**src/rtl/game_sequencer.sv**
```systemverilog
// -----------------------------------------------------------------------------
// game_sequencer
//
// Top-level controller for the game board. Runs NUM_GAMES mini-games in order,
// releasing only the active game from reset, and owns the shared 4-digit
// 7-segment display word. Between games it shows intro, win and fail screens,
// and it raises all_done once every game has been won.
//
// Parameters
//   NUM_GAMES     number of game modules sequenced (2..7)
//   HOLD_CYCLES   clk cycles each WIN/FAIL screen is held (0 behaves as 1)
//   INTRO_CYCLES  clk cycles the INTRO screen is held (0 behaves as 1)
//
// Ports
//   clk           system clock
//   reset_n       synchronous, active-low reset
//   start         single-cycle pulse, leaves IDLE or DONE
//   round_win     single-cycle pulse, round won in the active game
//   round_fail    single-cycle pulse, round failed in the active game
//   game_bits     display words from the games, game i at [20*i+19:20*i]
//   game_victory  victory flag from each game
//   game_sel      index of the active game
//   game_counter  rounds won in the current game (saturates at 7)
//   game_reset_n  per-game active-low reset
//   disp_bits     display word to the 7-seg driver, digit 1 at [19:15]
//   all_done      high while every game has been won
// -----------------------------------------------------------------------------
module game_sequencer #(
    parameter int unsigned NUM_GAMES    = 3,
    parameter int unsigned HOLD_CYCLES  = 50_000_000,
    parameter int unsigned INTRO_CYCLES = 25_000_000
) (
    input  logic                      clk,
    input  logic                      reset_n,
    input  logic                      start,
    input  logic                      round_win,
    input  logic                      round_fail,
    input  logic [20*NUM_GAMES-1:0]   game_bits,
    input  logic [NUM_GAMES-1:0]      game_victory,
    output logic [2:0]                game_sel,
    output logic [2:0]                game_counter,
    output logic [NUM_GAMES-1:0]      game_reset_n,
    output logic [19:0]               disp_bits,
    output logic                      all_done
);

    localparam logic [4:0]  DIG_DASH   = 5'b10000;
    localparam logic [4:0]  DIG_BLANK  = 5'b11111;
    localparam logic [4:0]  DIG_EIGHT  = 5'd8;
    localparam logic [19:0] DISP_IDLE  = {DIG_BLANK, DIG_DASH, DIG_DASH, DIG_BLANK};
    localparam logic [19:0] DISP_FAIL  = {4{DIG_DASH}};
    localparam logic [19:0] DISP_DONE  = {4{DIG_EIGHT}};
    localparam logic [19:0] DISP_BLANK = {4{DIG_BLANK}};

    // A zero hold length would never reach the exit value of 1, so clamp it.
    localparam logic [31:0] INTRO_LOAD = (INTRO_CYCLES == 0) ? 32'd1 : 32'(INTRO_CYCLES);
    localparam logic [31:0] HOLD_LOAD  = (HOLD_CYCLES == 0)  ? 32'd1 : 32'(HOLD_CYCLES);
    localparam logic [2:0]  LAST_GAME  = 3'(NUM_GAMES - 1);

    typedef enum logic [2:0] {
        ST_IDLE,
        ST_INTRO,
        ST_PLAY,
        ST_WIN,
        ST_FAIL,
        ST_DONE
    } state_t;

    state_t                 state;
    state_t                 state_next;
    logic [2:0]             sel_next;
    logic [2:0]             counter_next;
    logic [31:0]            timer;
    logic [31:0]            timer_next;
    logic [19:0]            disp_next;
    logic [NUM_GAMES-1:0]   game_reset_n_next;
    logic                   all_done_next;
    logic [19:0]            slices [8];
    logic [7:0]             victory_ext;
    logic                   hold_expired;
    logic [4:0]             sel_digit;

    // Pad the per-game words and flags out to the full 3-bit select range so
    // indexing with game_sel never needs a width-adjusted index.
    for (genvar i = 0; i < 8; i++) begin : g_slice
        if (i < NUM_GAMES) begin : g_used
            assign slices[i] = game_bits[20*i +: 20];
        end else begin : g_unused
            assign slices[i] = DISP_BLANK;
        end
    end

    assign victory_ext  = 8'(game_victory);
    assign hold_expired = (timer == 32'd1);

    // Next-state logic. The hold timer is loaded on every transition into
    // INTRO, WIN or FAIL so the new state is visible for exactly the load
    // count, and the state leaves on the cycle the timer reads 1.
    always_comb begin
        state_next   = state;
        sel_next     = game_sel;
        counter_next = game_counter;
        timer_next   = timer;

        unique case (state)
            ST_IDLE: begin
                if (start) begin
                    state_next   = ST_INTRO;
                    sel_next     = 3'd0;
                    counter_next = 3'd0;
                    timer_next   = INTRO_LOAD;
                end
            end

            ST_INTRO: begin
                counter_next = 3'd0;
                if (hold_expired) begin
                    state_next = ST_PLAY;
                    timer_next = 32'd0;
                end else begin
                    timer_next = timer - 32'd1;
                end
            end

            // Fail beats victory beats a counted round.
            ST_PLAY: begin
                if (round_fail) begin
                    state_next   = ST_FAIL;
                    counter_next = 3'd0;
                    timer_next   = HOLD_LOAD;
                end else if (victory_ext[game_sel]) begin
                    state_next = ST_WIN;
                    timer_next = HOLD_LOAD;
                end else if (round_win && (game_counter != 3'd7)) begin
                    counter_next = game_counter + 3'd1;
                end
            end

            ST_WIN: begin
                if (hold_expired) begin
                    if (game_sel == LAST_GAME) begin
                        state_next = ST_DONE;
                        timer_next = 32'd0;
                    end else begin
                        state_next   = ST_INTRO;
                        sel_next     = game_sel + 3'd1;
                        counter_next = 3'd0;
                        timer_next   = INTRO_LOAD;
                    end
                end else begin
                    timer_next = timer - 32'd1;
                end
            end

            ST_FAIL: begin
                counter_next = 3'd0;
                if (hold_expired) begin
                    state_next = ST_INTRO;
                    timer_next = INTRO_LOAD;
                end else begin
                    timer_next = timer - 32'd1;
                end
            end

            ST_DONE: begin
                if (start) begin
                    state_next   = ST_INTRO;
                    sel_next     = 3'd0;
                    counter_next = 3'd0;
                    timer_next   = INTRO_LOAD;
                end
            end

            default: begin
                state_next   = ST_IDLE;
                sel_next     = 3'd0;
                counter_next = 3'd0;
                timer_next   = 32'd0;
            end
        endcase
    end

    // Output decode works from the upcoming state so that every output is a
    // plain register and changes on the same edge as the state itself.
    always_comb begin
        disp_next         = DISP_IDLE;
        game_reset_n_next = '0;
        all_done_next     = 1'b0;
        sel_digit         = {2'b00, sel_next} + 5'd1;

        unique case (state_next)
            ST_IDLE: begin
                disp_next = DISP_IDLE;
            end
            ST_INTRO: begin
                disp_next = {DIG_BLANK, DIG_DASH, sel_digit, DIG_DASH};
            end
            ST_PLAY: begin
                disp_next = slices[sel_next];
                for (int i = 0; i < int'(NUM_GAMES); i++) begin
                    game_reset_n_next[i] = (3'(i) == sel_next);
                end
            end
            ST_WIN: begin
                disp_next = {4{sel_digit}};
                for (int i = 0; i < int'(NUM_GAMES); i++) begin
                    game_reset_n_next[i] = (3'(i) == sel_next);
                end
            end
            ST_FAIL: begin
                disp_next = DISP_FAIL;
            end
            ST_DONE: begin
                disp_next     = DISP_DONE;
                all_done_next = 1'b1;
            end
            default: begin
                disp_next = DISP_IDLE;
            end
        endcase
    end

    always_ff @(posedge clk) begin
        if (!reset_n) begin
            state        <= ST_IDLE;
            game_sel     <= 3'd0;
            game_counter <= 3'd0;
            timer        <= 32'd0;
            disp_bits    <= DISP_IDLE;
            game_reset_n <= '0;
            all_done     <= 1'b0;
        end else begin
            state        <= state_next;
            game_sel     <= sel_next;
            game_counter <= counter_next;
            timer        <= timer_next;
            disp_bits    <= disp_next;
            game_reset_n <= game_reset_n_next;
            all_done     <= all_done_next;
        end
    end

endmodule
```
**config.mk**
```make
export PLATFORM = sky130hd
export DESIGN_NAME = game_sequencer
export DESIGN_NICKNAME = d
export VERILOG_FILES = /design/src/rtl/game_sequencer.sv
export SDC_FILE = /design/constraint.sdc
export NUM_CORES = 1
export LEC_CHECK = 0
export ABC_CLOCK_PERIOD_IN_PS = 8600
export CORE_MARGIN = 3
export CORE_UTILIZATION = 45
export DETAILED_ROUTE_END_ITERATION = 6
export PLACE_DENSITY = 0.74
export SLEW_MARGIN = 0
export SYNTH_ARGS = -nofsm -noshare
export SYNTH_HDL_FRONTEND = slang
export SYNTH_SLANG_ARGS = --single-unit
export TNS_END_PERCENT = 1
```
**constraint.sdc**
```tcl
create_clock -name clk -period 8.6 [get_ports clk]
set_input_delay 0.86 -clock clk [delete_from_list [all_inputs] [get_ports clk]]
set_output_delay 0.86 -clock clk [all_outputs]
set_load 0.05 [all_outputs]
```
==> summary.txt <==
Clock network
  • Post-CTS Setup Inserts: 0
  • Maximum buffer depth of the clock tree: 2
  • # hold bufs at CTS: 0
  • CTS tree: yes
  • Post_cts resized: 0
  • CTS Buf Count: 9
  • Clk slew on worst S/H paths: 70 ps
  • Clock latency at the later pin of the worst-skew pair: 350 ps
  • Clk sinks: 65
  • CTS root buffer: clkbuf_8
  • H-tree Lvls: 3

Logic synthesis
  • Seq/Total Area, Yosys: 0.326
  • Synth area leader: dfxtp_1
  • Synth async-reset ratio: 0
  • Post-synth cell types: 67
  • Top FF cell, synth: dfxtp_1
  • Synthesized area: 0.00400 sq mm
  • Syn Inst Count: 501
  • #FFs+latches synth: 65
  • Mean Syn Cell Area: 7.98 sq um
  • Yosys warnings: 0
  • Post-synth EDFFs: 0
  • Main area contributors after synthesis: dfxtp_1, nor2_1, nand2_1
  • Post-synth net total: 579
  • Post-synth top area share: 0.326

Global routing
  • Largest net degree at the start of global routing: 28
  • Total global-route track usage: 0.251
  • Number of global-route vias before repair: 4192
  • Initial antenna violation count: 0
  • First-pass GRT wire length: 20.3 mm
  • Grt total ovfl: 0

STA
  • Final setup violation count: 0
  • Setup TNS: 0 ps
  • Actual slew at the worst max-slew pin: 1150 ps
  • Achievable Freq: 0.260 GHz
  • Tmin final: 3850 ps
  • Worst setup margin: 4750 ps
  • WHS: 478 ps
  • Unrepaired setup endpoints after global routing: no
  • Ratio of final minimum period to clock period: 0.447
  • Slew Limit Fails: 0
  • Final Hold Viols: 0
  • Slew margin rel.: 0.231
  • Clock skew: 9.26 ps

Layout
  • Fraction of layout cells with a size suffix above 1: 0.0659
  • Antenna diodes: 0
  • Area Growth Syn to Fin: 30.3%
  • Most common cell after layout, fill and taps aside: clkdlybuf4s50_1
  • Fin nets: 668
  • Layout fillers: 776
  • Design Area, Final: 0.00521 sq mm
  • Commonest non-fill, non-tap cells in the layout: clkdlybuf4s50_1, dfxtp_1, nor2_1, nand2_1, o21ai_0

Worst setup path
  • Crit. End Element: register
  • Worst path arrival time: 4090 ps
  • Crit-path max FO: 14
  • CP startpoint kind: register
  • CP required: 8840 ps
  • Critical path class: register to register

Detailed routing
  • TritonRoute pass-1 iters: 5
  • Routed WL per cell: 18.0 um
  • Initial DRC count: 307
  • Wirelength, routed: 12.6 mm
  • Drt via density: 6.20
  • Vias: 4321
  • Detail Route Antenna Nets: 0
  • Residual DRC: 0

Pwr
  • Pwr per Cell Area: 144 mW/mm^2
  • P_leak: 1.96 nW
  • Max VDD drop: 0.0645 mV

Die
  • Ports: 98
  • Die Area: 0.0100 sq mm
  • Starting Density: 0.474
  • # rows: 33
  • Die X: 100 um
  • Die height: 100 um
  • Core area: 0.00842 sq mm

Placement
  • Hpwl dp: 9.42 mm
  • Placed cell area: 0.00504 sq mm
  • Port Buffers: 97
  • Final GP Congestion: 0.921
  • Pre-CTS setup slack: 4810 ps

Job
  • Max cap viols: 0

Worst hold path
  • Min-delay worst type: register to register

Run status
  • Status: completed
==> cell usage after synthesis (4+ instances only) <==
library cell / instances
dfxtp_1: 65
nor2_1: 51
nand2_1: 48
o21ai_0: 25
a21oi_1: 23
inv_1: 23
nor3_1: 19
clkbuf_1: 18
nor4_1: 17
nand3_1: 14
ha_1: 10
a21o_1: 9
mux2_2: 9
o22ai_1: 8
o31a_1: 8
a211o_1: 7
and2_1: 7
nand4_1: 7
o21a_1: 7
or3_1: 7
xnor2_1: 7
a32oi_1: 6
and4_1: 6
mux2i_1: 6
o211ai_1: 6
o31ai_1: 5
or2_2: 5
a31oi_1: 4
and3_1: 4
buf_2: 4
nand2b_1: 4
o221ai_1: 4
==> routing by layer <==
metal / vias to the layer above / GRT usage / wire [um]
met5: - / 0 / 0
met2: 207 / 0.431 / 6100
met3: 19 / 0.0695 / 1090
met1: 2038 / 0.301 / 5160
met4: 0 / 0.0881 / 204
li1: 2057 / - / -
==> flip-flops by register name, summed over array words and instances (netlist names) <==
| register | flops |
|---|---|
| all_done | 1 |
| disp_bits | 20 |
| game_counter | 3 |
| game_reset_n | 3 |
| game_sel | 3 |
| state | 3 |
| timer | 32 |
==> power breakdown <==
group          total [W]  switching, W  leakage, nW  internal (W)
registers       0.000335     0.0000194        0.531      0.000316
clock network   0.000239      0.000115       0.0875      0.000124
logic           0.000176     0.0000945         1.34     0.0000812
==> path summary, 6_finish.rpt <==
| check | startpoint | slack, ps | to | cells past startpoint |
|---|---|---|---|---|
| max reg2reg | timer[0] | 4750 | disp_bits[1] | 9 |
| max | timer[0] | 4750 | disp_bits[1] | 9 |
| min | game_counter[1] | 480 | game_counter[1] | 2 |
| min reg2reg | game_counter[1] | 480 | game_counter[1] | 2 |
==> through the flow <==
stage | utilization | total power [W] | instances
finish | 0.618 | 0.000749 | 697
global route | 0.618 | 0.000780 | 697
CTS | 0.618 | 0.000749 | 697
detailed placement | 0.598 | 0.000514 | 684
global placement | 0.598 | 0.000511 | 684
floorplan | - | 0.000448 | 501
==> cell families (layout without fill, tap and decap cells) <==
kind of cell | after synthesis | after routing | share of synthesized area
XOR/XNOR | 10 | 10 | 0.0219
buffers and inverters | 47 | 138 | 0.0454
flip-flops | 65 | 65 | 0.326
AO/OA/AOI/OAI | 142 | 142 | 0.252
multiplexers | 15 | 15 | 0.0404
adder cells (fa/ha/maj) | 10 | 10 | 0.0313
AND/OR/NAND/NOR | 212 | 212 | 0.284
==> worst max-delay path, stage by stage, from the launching register on <==
cell	delay, ps
dfxtp_1	420
ha_1	180
nor4b_1	460
nand4_1	260
nor4_1	480
o211a_1	480
inv_1	340
nor2_1	600
a32oi_1	190
a211o_1	330
==> area by class of cell <==
cell class              instances  area [sq um]  share of cell area
multi-input cells             389          2510               0.483
inverters                      24          90.1              0.0173
repair buffers                101          1000               0.192
well taps                     105           131              0.0252
flip-flops and latches         65          1300               0.250
clock buffers                  13           169              0.0324
(Power assumes the default switching activity.)
